File: src/rtl/reg128_write_arbiter_if.sv
// Bundle of the requester handshake and the registered write port of reg128_write_arbiter.
// The arbiter uses the slave view; whatever drives the requests uses the master view.
interface reg128_write_arbiter_if #(
    parameter int NUM_REQ    = 4,
    parameter int DATA_WIDTH = 128
);
    localparam int SRC_W = $clog2(NUM_REQ);

    logic [NUM_REQ-1:0]            req_valid;
    logic [NUM_REQ-1:0]            req_lock;
    logic [NUM_REQ*DATA_WIDTH-1:0] req_data;
    logic [NUM_REQ-1:0]            req_ready;
    logic                          wr_en;
    logic [DATA_WIDTH-1:0]         wr_data;
    logic [SRC_W-1:0]              wr_src;
    logic                          locked;

    modport master (
        output req_valid, req_lock, req_data,
        input  req_ready, wr_en, wr_data, wr_src, locked
    );

    modport slave (
        input  req_valid, req_lock, req_data,
        output req_ready, wr_en, wr_data, wr_src, locked
    );
endinterface

File: src/rtl/reg128_write_arbiter.sv
// Round-robin arbiter with grant locking in front of a single 128-bit register write port.
// A locked owner keeps the port until it transfers with lock clear or idles for LOCK_TIMEOUT cycles.
module reg128_write_arbiter #(
    parameter int NUM_REQ      = 4,
    parameter int DATA_WIDTH   = 128,
    parameter int LOCK_TIMEOUT = 8
) (
    input  logic                   clk,
    input  logic                   areset,
    reg128_write_arbiter_if.slave  bus
);
    localparam int             SRC_W        = $clog2(NUM_REQ);
    localparam logic [7:0]     TIMEOUT_LAST = 8'(LOCK_TIMEOUT - 1);

    typedef enum logic {ARB, LOCKED} state_t;

    state_t                state, state_next;
    logic [SRC_W-1:0]      last_grant, last_next;
    logic [SRC_W-1:0]      owner, owner_next;
    logic [SRC_W-1:0]      grant_idx;
    logic [7:0]            idle_cnt, idle_next;
    logic                  grant_any;
    logic                  xfer;
    logic [DATA_WIDTH-1:0] sel_data;

    // Grant selection: owner only while locked, else nearest valid after last_grant.
    always_comb begin : arbitrate
        int cand;
        cand      = 0;
        grant_any = 1'b0;
        grant_idx = '0;
        if (state == LOCKED) begin
            grant_any = bus.req_valid[owner];
            grant_idx = owner;
        end else begin
            // Walk farthest-to-nearest so the nearest valid requester wins.
            for (int k = NUM_REQ; k >= 1; k--) begin
                cand = (int'(last_grant) + k) % NUM_REQ;
                if (bus.req_valid[SRC_W'(cand)]) begin
                    grant_any = 1'b1;
                    grant_idx = SRC_W'(cand);
                end
            end
        end
    end

    assign xfer          = grant_any && areset;
    assign bus.req_ready = xfer ? (NUM_REQ'(1) << grant_idx) : '0;

    always_comb begin : data_mux
        sel_data = '0;
        for (int i = 0; i < NUM_REQ; i++) begin
            if (grant_idx == SRC_W'(i)) sel_data = bus.req_data[i*DATA_WIDTH +: DATA_WIDTH];
        end
    end

    always_comb begin : next_state
        state_next = state;
        owner_next = owner;
        idle_next  = idle_cnt;
        last_next  = xfer ? grant_idx : last_grant;
        case (state)
            ARB: begin
                if (xfer && bus.req_lock[grant_idx]) begin
                    state_next = LOCKED;
                    owner_next = grant_idx;
                    idle_next  = '0;
                end
            end
            LOCKED: begin
                if (xfer) begin
                    idle_next = '0;
                    if (!bus.req_lock[owner]) state_next = ARB;
                end else if (idle_cnt >= TIMEOUT_LAST) begin
                    state_next = ARB;
                    idle_next  = '0;
                end else begin
                    idle_next = idle_cnt + 8'd1;
                end
            end
            default: state_next = ARB;
        endcase
    end

    always_ff @(posedge clk or negedge areset) begin
        if (!areset) begin
            state       <= ARB;
            last_grant  <= SRC_W'(NUM_REQ - 1);
            owner       <= '0;
            idle_cnt    <= '0;
            bus.locked  <= 1'b0;
            bus.wr_en   <= 1'b0;
            bus.wr_data <= '0;
            bus.wr_src  <= '0;
        end else begin
            state      <= state_next;
            last_grant <= last_next;
            owner      <= owner_next;
            idle_cnt   <= idle_next;
            bus.locked <= (state_next == LOCKED);
            // Output stage: one-cycle write latency, data/src hold when idle.
            bus.wr_en  <= xfer;
            if (xfer) begin
                bus.wr_data <= sel_data;
                bus.wr_src  <= grant_idx;
            end
        end
    end
endmodule

File: src/flat_wrapper.sv
// flat-port wrapper written by rule: the top's interface ports become plain ports
module reg128_write_arbiter_flat 
#(
    parameter int NUM_REQ      = 4,
    parameter int DATA_WIDTH   = 128,
    parameter int LOCK_TIMEOUT = 8
)
  (clk, areset, bus_req_valid, bus_req_lock, bus_req_data, bus_req_ready, bus_wr_en, bus_wr_data, bus_wr_src, bus_locked);
  reg128_write_arbiter_if #(.NUM_REQ(NUM_REQ), .DATA_WIDTH(DATA_WIDTH)) bus_i ();
  input  logic clk;
  input  logic areset;
  input wire logic [$bits(bus_i.req_valid)-1:0] bus_req_valid;
  input wire logic [$bits(bus_i.req_lock)-1:0] bus_req_lock;
  input wire logic [$bits(bus_i.req_data)-1:0] bus_req_data;
  output wire logic [$bits(bus_i.req_ready)-1:0] bus_req_ready;
  output wire logic [$bits(bus_i.wr_en)-1:0] bus_wr_en;
  output wire logic [$bits(bus_i.wr_data)-1:0] bus_wr_data;
  output wire logic [$bits(bus_i.wr_src)-1:0] bus_wr_src;
  output wire logic [$bits(bus_i.locked)-1:0] bus_locked;
  assign bus_i.req_valid = bus_req_valid;
  assign bus_i.req_lock = bus_req_lock;
  assign bus_i.req_data = bus_req_data;
  assign bus_req_ready = bus_i.req_ready;
  assign bus_wr_en = bus_i.wr_en;
  assign bus_wr_data = bus_i.wr_data;
  assign bus_wr_src = bus_i.wr_src;
  assign bus_locked = bus_i.locked;
  reg128_write_arbiter #(.NUM_REQ(NUM_REQ), .DATA_WIDTH(DATA_WIDTH), .LOCK_TIMEOUT(LOCK_TIMEOUT)) u_core (.clk(clk), .areset(areset), .bus(bus_i));
endmodule
File: config.mk
export PLATFORM = sky130hd
export DESIGN_NAME = reg128_write_arbiter_flat
export DESIGN_NICKNAME = d
export VERILOG_FILES = /design/src/rtl/reg128_write_arbiter_if.sv /design/src/rtl/reg128_write_arbiter.sv /design/src/flat_wrapper.sv
export SDC_FILE = /design/constraint.sdc
export NUM_CORES = 1
export LEC_CHECK = 0
export BUFFER_PORTS_ARGS = -buffer_cell sky130_fd_sc_hd__buf_2
export CELL_PAD_IN_SITES_DETAIL_PLACEMENT = 1
export CELL_PAD_IN_SITES_GLOBAL_PLACEMENT = 1
export CORE_AREA = 2 2 255 257
export DETAILED_ROUTE_END_ITERATION = 10
export DIE_AREA = 0 0 257 259
export PLACE_DENSITY = 0.52
export REMOVE_ABC_BUFFERS = 1
export SETUP_SLACK_MARGIN = 0.02
export SLEW_MARGIN = 0
export SYNTH_ARGS = -nofsm -noshare
export SYNTH_HDL_FRONTEND = slang
export SYNTH_SLANG_ARGS = --single-unit
File: constraint.sdc
create_clock -name clk -period 2.06 [get_ports clk]
set_input_delay 0.309 -clock clk [delete_from_list [all_inputs] [get_ports clk]]
set_output_delay 0.309 -clock clk [all_outputs]
set_load 0.01 [all_outputs]
==> flow_summary_export.csv <==
group,metric,value,unit
hold_path,hold_path.startpoint,"bus_req_data[180]",
hold_path,worst_hold_path.endpoint,"u_core.bus.wr_data[52]",
synthesis,synth_area,8743,um^2
synthesis,yosysSeqAreaShare,0.4124,
routing,num_vias,10840,
grt,grt_antenna_before_repair,6,
hold_path,hold_depth,3,
hold_path,holdCritPathClass,"primary input to flop",
floorplan,start_util,0.1369,
clocking,cts_tree,"yes",
clocking,clock-root-buffer,"sky130_fd_sc_hd__clkbuf_16",
pwr,power.total,30.89,mW
setup_path,critical_path_required,1.75,ns
synthesis,ys_ff_latch,144,
clocking,clk_pin_slew,0.07,ns
outcome,failed_checks,"negative setup slack",
clocking,h-tree-depth,4,
outcome,status,"finished with violations",
timing,min_period_over_period,1.175,
timing,max_freq,0.4131,GHz
timing,finalWorstPathRequiredPeriod,2.421,ns
setup_path,crit_type,"flop to output pin",
routing,finalWirelength,53780,um
setup_path,rr_startpoint,"u_core.last_grant[1]",
setup_path,worstReg2RegEnd,"u_core.idle_cnt[4]",
grt,grt_start_max_net_pins,132,
pwr,leakage,8.122,nW
clocking,cts_inserted_buffers,17,
synthesis,async_reset_ff_frac,1.000,
routing,routed_wire_length_per_instance,20.86,um
final_layout,final_layout_size_suffix_gt1_frac,0.6911,
final_layout,finish.utilization,0.2726,
timing,worstMarginPinSlew,0.8552,ns
pwr,power-per-cell-area,1774,nW/um^2
setup_path,worst_setup_path_start_kind,"flop",
setup_path,critical_path.max_fanout,4,
synthesis,synthCells,942,
timing,final-setup-viol-count,143,
floorplan,fp.coreArea,63880,um^2
timing,final_hold_viols,0,
routing,detail_route.first_pass.iterations,4,
floorplan,placement_rows,93,
placement,dp_hpwl,36960,um
synthesis,yosys.cell_types.count,49,
floorplan,chipHeight,259,um
timing,grt_setup_unrepaired,"yes",
placement,place_congestion,0.9038,
clocking,cts.path.max_buffers,2,
setup_path,endpoint_kind,"output pin",
floorplan,io_pins,658,
synthesis,ys_dominant_reg_cell,"sky130_fd_sc_hd__dfrtp_1",
timing,slew_headroom,0.4299,
routing,drt-initial-drc-count,441,
pwr,ir_drop,669.1,uV
grt,grt_pass1_vias,11950,
floorplan,dieArea,66560,um^2
grt,grt_pass1_wl,76640,um
timing,timing.final.max_slew_violations,0,
routing,route.antenna.remaining_nets,0,
synthesis,synth_enable_flop_cells,0,
flow_run,maxCapViolations,0,
clocking,clk-insertion-delay-late,0.47,ns
synthesis,syn_area_per_cell,9.282,um^2
timing,setup_ws,-0.3607,ns
grt,grt_remaining_overflow,0,
synthesis,yosys_synthesis_warning_count,0,
final_layout,syn_to_final_growth,99.18,%
timing,timing.clock.skew,0.01335,ns
routing,detail_route.drc_violations,0,
setup_path,reg2reg_setup_slack,-0.34,ns
setup_path,ff2ff_path_depth,9,
placement,port_buffers,657,
routing,via_per_inst,4.204,
setup_path,worst_path_arrival_time,2.11,ns
final_layout,nNetsFinal,2229,
floorplan,dieWidth,257,um
grt,grt_util_all_layers,0.1541,
clocking,cts_num_sinks,144,
-- report_power, final --
part / internal (mW) / switching [mW] / total, mW
combinational: 11.6 / 10.9 / 22.4
clock: 2.04 / 1.36 / 3.40
sequential: 4.25 / 0.809 / 5.06
-- metrics by stage --
| step | TNS (ns) | setup slack [ns] | area [um^2] | cells | hold slack, ns |
|---|---|---|---|---|---|
| 3_3_place_gp | -19.62 | -0.2532 | 13710 | 2473 | 0.1553 |
| 5_1_grt | -42.88 | -0.4918 | 17410 | 2577 | 0.08543 |
| 3_5_place_dp | -23.88 | -0.2817 | 13710 | 2473 | 0.1545 |
| 2_1_floorplan | -723.30 | -6.278 | 8309 | 858 | 0.01341 |
| 4_1_cts | -33.91 | -0.3890 | 16850 | 2572 | 0.07174 |
| 6_report | -30.65 | -0.3607 | 17420 | 2578 | 0.1201 |
-- area by class of cell --
| class | count | area [um^2] |
|---|---|---|
| inverter | 2 | 15.01 |
| multi-input combinational | 712 | 6342 |
| antenna | 4 | 10.01 |
| timing repair buffer | 829 | 5754 |
| clock inverter | 8 | 126.4 |
| fill | 7447 | 46470 |
| sequential | 144 | 3606 |
| clock buffer | 24 | 491.7 |
| tap | 855 | 1070 |
-- layer usage --
| metal | GRT usage | up-vias | routed length [um] |
|---|---|---|---|
| li1 | - | 5028 | - |
| met1 | 0.1771 | 5323 | 21840 |
| met2 | 0.2732 | 418 | 27680 |
| met3 | 0.04345 | 66 | 2973 |
| met4 | 0.05281 | 2 | 1275 |
| met5 | 0 | - | 12 |
-- sequential cells by signal (all words and copies together), names as in the netlist --
signal	count
u_core.bus.locked	1
u_core.bus.wr_data	128
u_core.bus.wr_en	1
u_core.bus.wr_src	2
u_core.idle_cnt	8
u_core.last_grant	2
u_core.owner	2
-- kinds of logic (layout without fill, tap and decap cells) --
kind of cell / count (synthesis) / after routing / synth area share
DFF: 144 / 144 / 0.4124
AOI/OAI and AO/OA: 411 / 411 / 0.2823
buffers and inverters: 86 / 863 / 0.05080
muxes: 131 / 131 / 0.1713
adders and majority gates: 1 / 1 / 0.001431
and+or+nand+nor: 169 / 169 / 0.08171
other: 0 / 4 / 0
-- placed cells by master, fill, tap and decap left out, types with 23 or more instances in the layout --
| cell type | synthesis | layout |
|---|---|---|
| sky130_fd_sc_hd__a21oi_2 | 0 | 33 |
| sky130_fd_sc_hd__nand2_1 | 55 | 53 |
| sky130_fd_sc_hd__o22ai_4 | 0 | 23 |
| sky130_fd_sc_hd__buf_8 | 0 | 28 |
| sky130_fd_sc_hd__mux2_4 | 0 | 123 |
| sky130_fd_sc_hd__buf_12 | 0 | 36 |
| sky130_fd_sc_hd__a22oi_2 | 0 | 81 |
| sky130_fd_sc_hd__dfrtp_1 | 142 | 142 |
| sky130_fd_sc_hd__buf_4 | 4 | 57 |
| sky130_fd_sc_hd__o21ai_0 | 56 | 50 |
| sky130_fd_sc_hd__a21oi_1 | 164 | 131 |
| sky130_fd_sc_hd__buf_6 | 10 | 33 |
| sky130_fd_sc_hd__buf_2 | 23 | 655 |
| sky130_fd_sc_hd__o21ai_1 | 40 | 39 |
| sky130_fd_sc_hd__o22ai_2 | 0 | 23 |
| sky130_fd_sc_hd__nor2_1 | 90 | 85 |
-- worst max path at each step --
stage | start | to | slack (ns)
floorplan | u_core.last_grant[0] | u_core.bus.wr_data[0] | -6.28
global placement | bus_req_valid[1] | u_core.bus.wr_data[87] | -0.25
detailed placement | bus_req_valid[1] | u_core.bus.wr_data[87] | -0.28
CTS | u_core.last_grant[0] | bus_req_ready[0] | -0.39
global route | u_core.last_grant[0] | bus_req_ready[2] | -0.49
finish | u_core.last_grant[0] | bus_req_ready[2] | -0.36
-- timing repair --
item,in CTS,in global routing
setup endpoints to repair,143,144
cloned,20,3
gates resized for setup,343,159
hold buffers,1,0
setup buffers,49,20
endpoints found under the hold margin,13,0
pin swaps,159,116
-- synth_stat cells (2+ instances only) --
library cell / n / area (um^2)
sky130_fd_sc_hd__dfrtp_1: 142 / 3553
sky130_fd_sc_hd__nand3_1: 3 / 15.01
sky130_fd_sc_hd__and2_1: 9 / 56.30
sky130_fd_sc_hd__a221o_1: 2 / 20.02
sky130_fd_sc_hd__dfstp_2: 2 / 52.55
sky130_fd_sc_hd__buf_6: 10 / 112.6
sky130_fd_sc_hd__o21a_1: 3 / 22.52
sky130_fd_sc_hd__a22oi_1: 81 / 608.1
sky130_fd_sc_hd__nand2_1: 55 / 206.5
sky130_fd_sc_hd__mux2_1: 99 / 1115
sky130_fd_sc_hd__o21ai_1: 40 / 200.2
sky130_fd_sc_hd__o22ai_1: 46 / 287.8
sky130_fd_sc_hd__buf_2: 23 / 115.1
sky130_fd_sc_hd__buf_4: 4 / 30.03
sky130_fd_sc_hd__o21ai_0: 56 / 280.3
sky130_fd_sc_hd__buf_1: 5 / 18.77
sky130_fd_sc_hd__mux2_2: 30 / 337.8
sky130_fd_sc_hd__nor2_1: 90 / 337.8
sky130_fd_sc_hd__a21oi_1: 164 / 820.8
sky130_fd_sc_hd__clkbuf_1: 42 / 157.7
sky130_fd_sc_hd__mux4_2: 2 / 45.04
sky130_fd_sc_hd__nand2b_1: 5 / 31.28
sky130_fd_sc_hd__a21boi_1: 2 / 15.01
sky130_fd_sc_hd__a31oi_1: 2 / 12.51
-- critical path: stages, from the launching register on --
cell	delay, ns
sky130_fd_sc_hd__dfstp_2	0.56
sky130_fd_sc_hd__buf_6	0.11
sky130_fd_sc_hd__nor3b_4	0.04
sky130_fd_sc_hd__a211oi_4	0.22
sky130_fd_sc_hd__a21bo_4	0.19
sky130_fd_sc_hd__buf_12	0.13
sky130_fd_sc_hd__buf_8	0.10
sky130_fd_sc_hd__nand2_4	0.06
sky130_fd_sc_hd__nor2_2	0.09
sky130_fd_sc_hd__buf_2	0.13
(Power assumes the default switching activity.)
